--- config.mk ---
export PLATFORM = sky130hd
export DESIGN_NAME = usbdev_aon_wake_seq
export DESIGN_NICKNAME = d
export VERILOG_FILES = /design/src/rtl/usbdev_pkg.sv /design/src/rtl/usbdev_aon_wake_seq.sv
export SDC_FILE = /design/constraint.sdc
export NUM_CORES = 1
export LEC_CHECK = 0
export CORE_UTILIZATION = 50
export CTS_BUF_LIST = sky130_fd_sc_hd__clkbuf_4
export DETAILED_ROUTE_END_ITERATION = 8
export PLACE_DENSITY = 0.8
export SYNTH_ARGS = -nofsm -noshare
export SYNTH_HDL_FRONTEND = slang
export SYNTH_SLANG_ARGS = --single-unit
export TNS_END_PERCENT = 10
--- constraint.sdc ---
create_clock -name clk_aon_i -period 1.89 [get_ports clk_aon_i]
set_input_delay 0.189 -clock clk_aon_i [delete_from_list [all_inputs] [get_ports clk_aon_i]]
set_output_delay 0.189 -clock clk_aon_i [all_outputs]
set_load 0.01 [all_outputs]
--- src/rtl/usbdev_pkg.sv ---
// Shared types for the usbdev AON wake sequencer.
package usbdev_pkg;

  typedef enum logic [2:0] {
    AwsIdle   = 3'd0,
    AwsSettle = 3'd1,
    AwsEnter  = 3'd2,
    AwsActive = 3'd3,
    AwsWake   = 3'd4,
    AwsExit   = 3'd5
  } aon_wake_seq_e;

  typedef struct packed {
    logic sense_lost;
    logic bus_reset;
    logic not_idle;
  } aon_wake_cause_t;

  function automatic int unsigned max3(input int unsigned a, input int unsigned b,
                                       input int unsigned c);
    int unsigned m;
    m = (a > b) ? a : b;
    return (m > c) ? m : c;
  endfunction

endpackage

--- src/rtl/usbdev_aon_wake_seq.sv ---
// AON-domain sequencer: suspend entry into the wake detector, pwrmgr wakeup,
// wake-cause capture and link hand-back on software ack.
module usbdev_aon_wake_seq
  import usbdev_pkg::*;
#(
  parameter int unsigned SettleCycles = 4,
  parameter int unsigned EnterTimeout = 16,
  parameter int unsigned ExitTimeout  = 16
) (
  input  logic       clk_aon_i,
  input  logic       rst_aon_ni,
  input  logic       suspend_pls_aon_i,
  input  logic       wake_ack_aon_i,
  input  logic       det_active_aon_i,
  input  logic       det_wake_req_aon_i,
  input  logic       det_not_idle_aon_i,
  input  logic       det_bus_reset_aon_i,
  input  logic       det_sense_lost_aon_i,
  output logic       det_suspend_req_o,
  output logic       det_wake_ack_o,
  output logic       wkup_req_aon_o,
  output logic [2:0] wake_cause_aon_o,
  output logic       err_timeout_aon_o,
  output logic [2:0] state_aon_o
);

  localparam int unsigned CntMax = max3(SettleCycles, EnterTimeout, ExitTimeout);
  localparam int unsigned CntW   = (CntMax > 1) ? $clog2(CntMax) : 1;
  localparam logic [CntW-1:0] SettleLd = CntW'(SettleCycles - 1);
  localparam logic [CntW-1:0] EnterLd  = CntW'(EnterTimeout - 1);
  localparam logic [CntW-1:0] ExitLd   = CntW'(ExitTimeout - 1);

  aon_wake_seq_e   state_q, state_d;
  logic [CntW-1:0] cnt_q, cnt_d;
  aon_wake_cause_t cause_q, cause_d;
  logic            sus_req_q, sus_req_d;
  logic            wack_q, wack_d;
  logic            wkup_q, wkup_d;
  logic            err_q, err_d;

  always_comb begin
    state_d = state_q;
    cnt_d   = (cnt_q != '0) ? cnt_q - CntW'(1) : cnt_q;
    cause_d = cause_q;
    err_d   = 1'b0;
    unique case (state_q)
      AwsIdle: begin
        if (suspend_pls_aon_i) begin
          state_d = AwsSettle;
          cnt_d   = SettleLd;
          cause_d = '0;
        end
      end
      AwsSettle: begin
        if (wake_ack_aon_i) begin
          state_d = AwsIdle;
        end else if (cnt_q == '0) begin
          state_d = AwsEnter;
          cnt_d   = EnterLd;
        end
      end
      AwsEnter: begin
        if (det_active_aon_i) begin
          state_d = AwsActive;
        end else if (cnt_q == '0) begin
          state_d = AwsIdle;
          err_d   = 1'b1;
        end
      end
      AwsActive: begin
        // A wake request beats a coincident ack so the cause is never lost.
        if (det_wake_req_aon_i) begin
          state_d = AwsWake;
          cause_d = '{sense_lost: det_sense_lost_aon_i,
                      bus_reset:  det_bus_reset_aon_i,
                      not_idle:   det_not_idle_aon_i};
        end else if (wake_ack_aon_i) begin
          state_d = AwsExit;
          cnt_d   = ExitLd;
        end else if (!det_active_aon_i) begin
          state_d = AwsIdle;
        end
      end
      AwsWake: begin
        if (wake_ack_aon_i) begin
          state_d = AwsExit;
          cnt_d   = ExitLd;
        end
      end
      AwsExit: begin
        if (!det_active_aon_i) begin
          state_d = AwsIdle;
        end else if (cnt_q == '0) begin
          state_d = AwsIdle;
          err_d   = 1'b1;
        end
      end
      default: state_d = AwsIdle;
    endcase
    // Outputs are decoded from the next state so they leave straight from flops.
    sus_req_d = (state_d == AwsEnter);
    wack_d    = (state_d == AwsExit);
    wkup_d    = (state_d == AwsWake);
  end

  always_ff @(posedge clk_aon_i or negedge rst_aon_ni) begin
    if (!rst_aon_ni) begin
      state_q   <= AwsIdle;
      cnt_q     <= '0;
      cause_q   <= '0;
      sus_req_q <= 1'b0;
      wack_q    <= 1'b0;
      wkup_q    <= 1'b0;
      err_q     <= 1'b0;
    end else begin
      state_q   <= state_d;
      cnt_q     <= cnt_d;
      cause_q   <= cause_d;
      sus_req_q <= sus_req_d;
      wack_q    <= wack_d;
      wkup_q    <= wkup_d;
      err_q     <= err_d;
    end
  end

  assign det_suspend_req_o = sus_req_q;
  assign det_wake_ack_o    = wack_q;
  assign wkup_req_aon_o    = wkup_q;
  assign wake_cause_aon_o  = cause_q;
  assign err_timeout_aon_o = err_q;
  assign state_aon_o       = state_q;

endmodule

* Word level (Yosys, flattened, before mapping)
Cells that the tools add are included.
Cells by class: add/sub/neg operators 1, equality and inequality tests 10, mux-type cells 25, reduce and logical (&&, ||, !) cells 5
Operators with widths (count):
- 3-bit two-way mux | 12
- 4-bit two-way mux | 6
- 3-bit one-hot mux with 6 select lines | 1
- 4-bit one-hot mux with 4 select lines | 1
- 3-bit equality test, second input constant | 4
- 3-bit by 2-bit equality test with 1-bit output, second input constant | 3
- 3-bit one-hot mux with 2 select lines | 1
- 4-bit zero test | 1
- 2-bit != test, second input constant | 2
- 4-bit nonzero test | 1
- 4-bit by 1-bit subtractor with 4-bit output, second input constant | 1
- 3-bit by 1-bit equality test with 1-bit output, second input constant | 1
- 3-bit zero test | 1
- 1-bit two-way mux | 3
- 3-bit AND reduction | 1
- 1-bit one-hot mux with 2 select lines | 1
- 2-bit nonzero test | 1
Storage, ports and cells: register bits 14, input bits 9, output and inout bits 10, word-level logic and storage cells 50

* Longest topological paths before layout
depth after elaboration 5, depth in mapped cells 8

* Least setup slack after synthesis
Ideal clock, no wire load.
path type reg2reg, start reg cnt_q[0], end reg cnt_q[0], library setup time 124 ps, data arrival time 1547 ps, required time 1766 ps, setup slack 219 ps, stages on the path, launching flop included 8, buffers on the path 0, cell sequence dfrtp_1 > inv_1 > ha_1 > nor3b_4 > inv_2 > ha_1 > o31ai_1 > nand2_1
Between the ends: cells in the longest elaborated chain, start to end 5, elaborated cells between the ends (all ways) 10
Ends and longest elaborated chain:
- start, declared | line usbdev_aon_wake_seq.sv:34 | logic [CntW-1:0] cnt_q, cnt_d;
- start signal, assigned | line usbdev_aon_wake_seq.sv:117 | cnt_q <= cnt_d;
- 4-bit by 1-bit subtractor with 4-bit output / 4-bit nonzero test (equally long branches) | line usbdev_aon_wake_seq.sv:43 | cnt_d = (cnt_q != '0) ? cnt_q - CntW'(1) : cnt_q;
- 4-bit two-way mux | line usbdev_aon_wake_seq.sv:43
- 4-bit two-way mux, on equally long branches | line usbdev_aon_wake_seq.sv:77, usbdev_aon_wake_seq.sv:85, usbdev_aon_wake_seq.sv:57
- 4-bit two-way mux, on equally long branches | line usbdev_aon_wake_seq.sv:72, usbdev_aon_wake_seq.sv:55
- 4-bit one-hot mux with 4 select lines * | line usbdev_aon_wake_seq.sv:46 | unique case (state_q)
- named net cnt_d[0] | line usbdev_aon_wake_seq.sv:34
The timed path passes the listed nets; every way through them passes the cells marked *. A chain may end at the register's enable or synchronous reset.

* Worst setup path after layout
Same ends and word-level chain as after synthesis.

==> results.py <==
metrics = {
    "power": {
        "totalPowerFinal_mw": 1.42,
        "irDropWorstVdd_mv": 0.772,
        "p_leak_nw": 0.450,
        "p_per_area_nw_per_um2": 1390,
    },
    "routing": {
        "drtIter0Drc": 14,
        "vias": 668,
        "wl_um": 1620,
        "wl_per_cell_um": 13.8,
        "drcViolationCount": 0,
        "vias_per_cell": 5.71,
        "dr.pass1.iters": 4,
        "antenna_left": 0,
    },
    "cells_and_area": {
        "antennaDiodeCount": 0,
        "areaGrowthSynthToFinish_pct": 29.3,
        "stdcell_area_um2": 1020,
        "stdcell_count": 117,
        "final_layout_size_suffix_gt1_share_pct": 15.7,
        "fin_nets": 114,
        "fillers": 98,
    },
    "logic_synthesis": {
        "synth.avg_cell_area_um2": 9.88,
        "synth_cells": 80,
        "ys_async_sr_fraction_pct": 100,
        "synth_top_area_share_pct": 44.3,
        "yosysTopAreaCell": "dfrtp_1",
        "yosys-top-cells-area": "dfrtp_1 (44%), a21oi_1 (3.8%), nand3_1 (3.8%)",
        "synthTopCellsByCount": "dfrtp_1 (14), inv_1 (8), nand2_1 (8)",
        "synth_nets": 91,
        "yosysMostFrequentCell": "dfrtp_1",
        "synth_edf_count": 0,
        "yosys_warnings": 0,
        "syn_area_um2": 791,
        "synth_cell_type_count": 31,
        "synthFlopType": "dfrtp_1",
        "seq_area_frac_synth_pct": 44.3,
        "ys_ff_latch": 14,
    },
    "placed_design": {
        "dp_slack_ps": 55.3,
        "io_buffer_count": 18,
        "dpl.hpwl_um": 1280,
        "placed_cells": 111,
        "gp_congestion": 0.820,
        "placed_area_um2": 973,
    },
    "flow_run": {
        "max_cap_viol_count": 0,
    },
    "critical_path": {
        "cp.required_ps": 2050,
        "cp_max_fo": 4,
        "startpoint": "cnt_q[0]",
        "reg2reg_from": "cnt_q[0]",
        "endpoint": "cnt_q[0]",
        "ff2ff_setup_slack_ps": 120,
        "rr_endpoint": "cnt_q[0]",
        "arrival_ps": 1930,
        "cp-start-kind": "flop",
        "endpoint_kind": "flop",
        "critical_path_class": "reg -> reg",
        "reg2reg_depth": 7,
    },
    "timing": {
        "hold_ws_ps": 299,
        "tightest_slew_ps": 611,
        "finalCriticalPeriod_ps": 1770,
        "slew_violations": 0,
        "hold_violations": 0,
        "setup_violations": 0,
        "final.period_utilization_pct": 93.4,
        "skew_ps": 2.89,
        "max_slew_margin_pct": 59.1,
        "fmax_mhz": 566,
        "worst_slack_ps": 124,
    },
    "die": {
        "start_util_pct": 57.2,
        "die_h_um": 41.8,
        "dieArea_um2": 1740,
        "rows": 13,
        "die-width_um": 41.8,
        "ioPinCount": 19,
        "core_um2": 1380,
    },
    "clocking": {
        "cts_tree": "built",
        "cts-buffers-inserted": 3,
        "htreeDepth": 1,
        "cts.path.max_buffers": 2,
        "cts_sinks": 14,
        "ctsHoldBuffers": 0,
        "insertion_delay_ps": 270,
        "clock-root-buffer": "clkbuf_4",
        "clk_pin_slew_ps": 80,
    },
    "grt": {
        "overflow": 0,
        "antenna_found_initial": 0,
        "grtUsageTotal_pct": 20.3,
        "grt_max_degree": 15,
        "grt_pass1_vias": 635,
        "grt_first_pass_wirelength_um": 2770,
    },
    "worst_hold_path": {
        "hp-class": "in -> async",
    },
    "outcome": {
        "status": "finished, final reports clean",
    },
}
worst max-delay path: stages, from the launching register on:
cell,delay (ps)
dfrtp_1,400
inv_1,70
ha_2,200
nor3b_4,290
inv_2,90
ha_1,290
o31ai_2,240
nand2_1,80
cells in the final DEF (no fill, tap or decap), types with 2 or more instances in the layout:
master	count
clkdlybuf4s50_1	18
dfrtp_1	14
a21oi_1	6
inv_2	2
o21ai_1	5
nand2_1	8
nand2b_1	2
nor2_1	4
clkbuf_4	3
buf_4	2
nand3_1	6
inv_1	8
or3_1	2
per-stage QoR:
stage | utilization [%] | TNS [ps]
floorplan | - | 0
global placement | 70.4 | 0
detailed placement | 70.4 | 0
CTS | 72.3 | 0
global route | 73.9 | -10.2
finish | 73.9 | 0
power breakdown:
group	switching [mW]	internal (mW)	leakage, nW
sequential	0.123	0.394	0.185
clock	0.0900	0.0762	0.0154
combinational	0.356	0.382	0.250
total	0.569	0.852	0.450
state kept, by name, summed over array words and instances, names as in the netlist:
register	count
cnt_q	4
state_aon_o	3
wkup_req_aon_o	1
wake_cause_aon_o	3
err_timeout_aon_o	1
det_wake_ack_o	1
det_suspend_req_o	1
layout make-up:
cell class / count / area, um2 / area share [%]
Tap cell: 15 / 18.8 / 1.84
Sequential cell: 14 / 350 / 34.3
Timing Repair Buffer: 20 / 195 / 19.1
Inverter: 10 / 37.5 / 3.67
Clock inverter: 1 / 3.75 / 0.367
Clock buffer: 3 / 22.5 / 2.20
Multi-Input combinational cell: 54 / 394 / 38.6
metal layers:
layer / up-vias / routed length [um] / GRT usage (%)
li1: 321 / - / -
met1: 318 / 725 / 28.7
met2: 23 / 766 / 32.2
met3: 6 / 95 / 2.61
met4: 0 / 30 / 7.10
met5: - / 0 / 0
cell families after synthesis:
family	after synthesis	share of synthesized area, %
xor gates and xnor gates	1	1.11
adders and majority gates	2	3.16
AOI/OAI and AO/OA	19	19.8
muxes	1	1.90
buffers and inverters	12	6.80
and+or+nand+nor	31	22.9
DFF	14	44.3
how the worst min path moves through the flow:
stage | start | depth (start not counted) | slack [ps] | endpoint
3_3_place_gp | wake_cause_aon_o[0] | 2 | 490 | wake_cause_aon_o[0]
6_report | rst_aon_ni | 1 | 300 | wake_cause_aon_o[1]
3_5_place_dp | wake_cause_aon_o[1] | 2 | 510 | wake_cause_aon_o[1]
2_1_floorplan | rst_aon_ni | 0 | -110 | cnt_q[0]
4_1_cts | rst_aon_ni | 1 | 320 | wake_cause_aon_o[1]
5_1_grt | rst_aon_ni | 1 | 360 | state_aon_o[1]
what timing repair did:
| action | 4_1_cts | 5_1_grt |
|---|---|---|
| resized for setup | 0 | 2 |
| setup endpoints to repair | 0 | 1 |
| setup buffers | 0 | 2 |
| hold endpoints to repair | 0 | 0 |
Note: power is estimated with default switching activity, not from simulation.
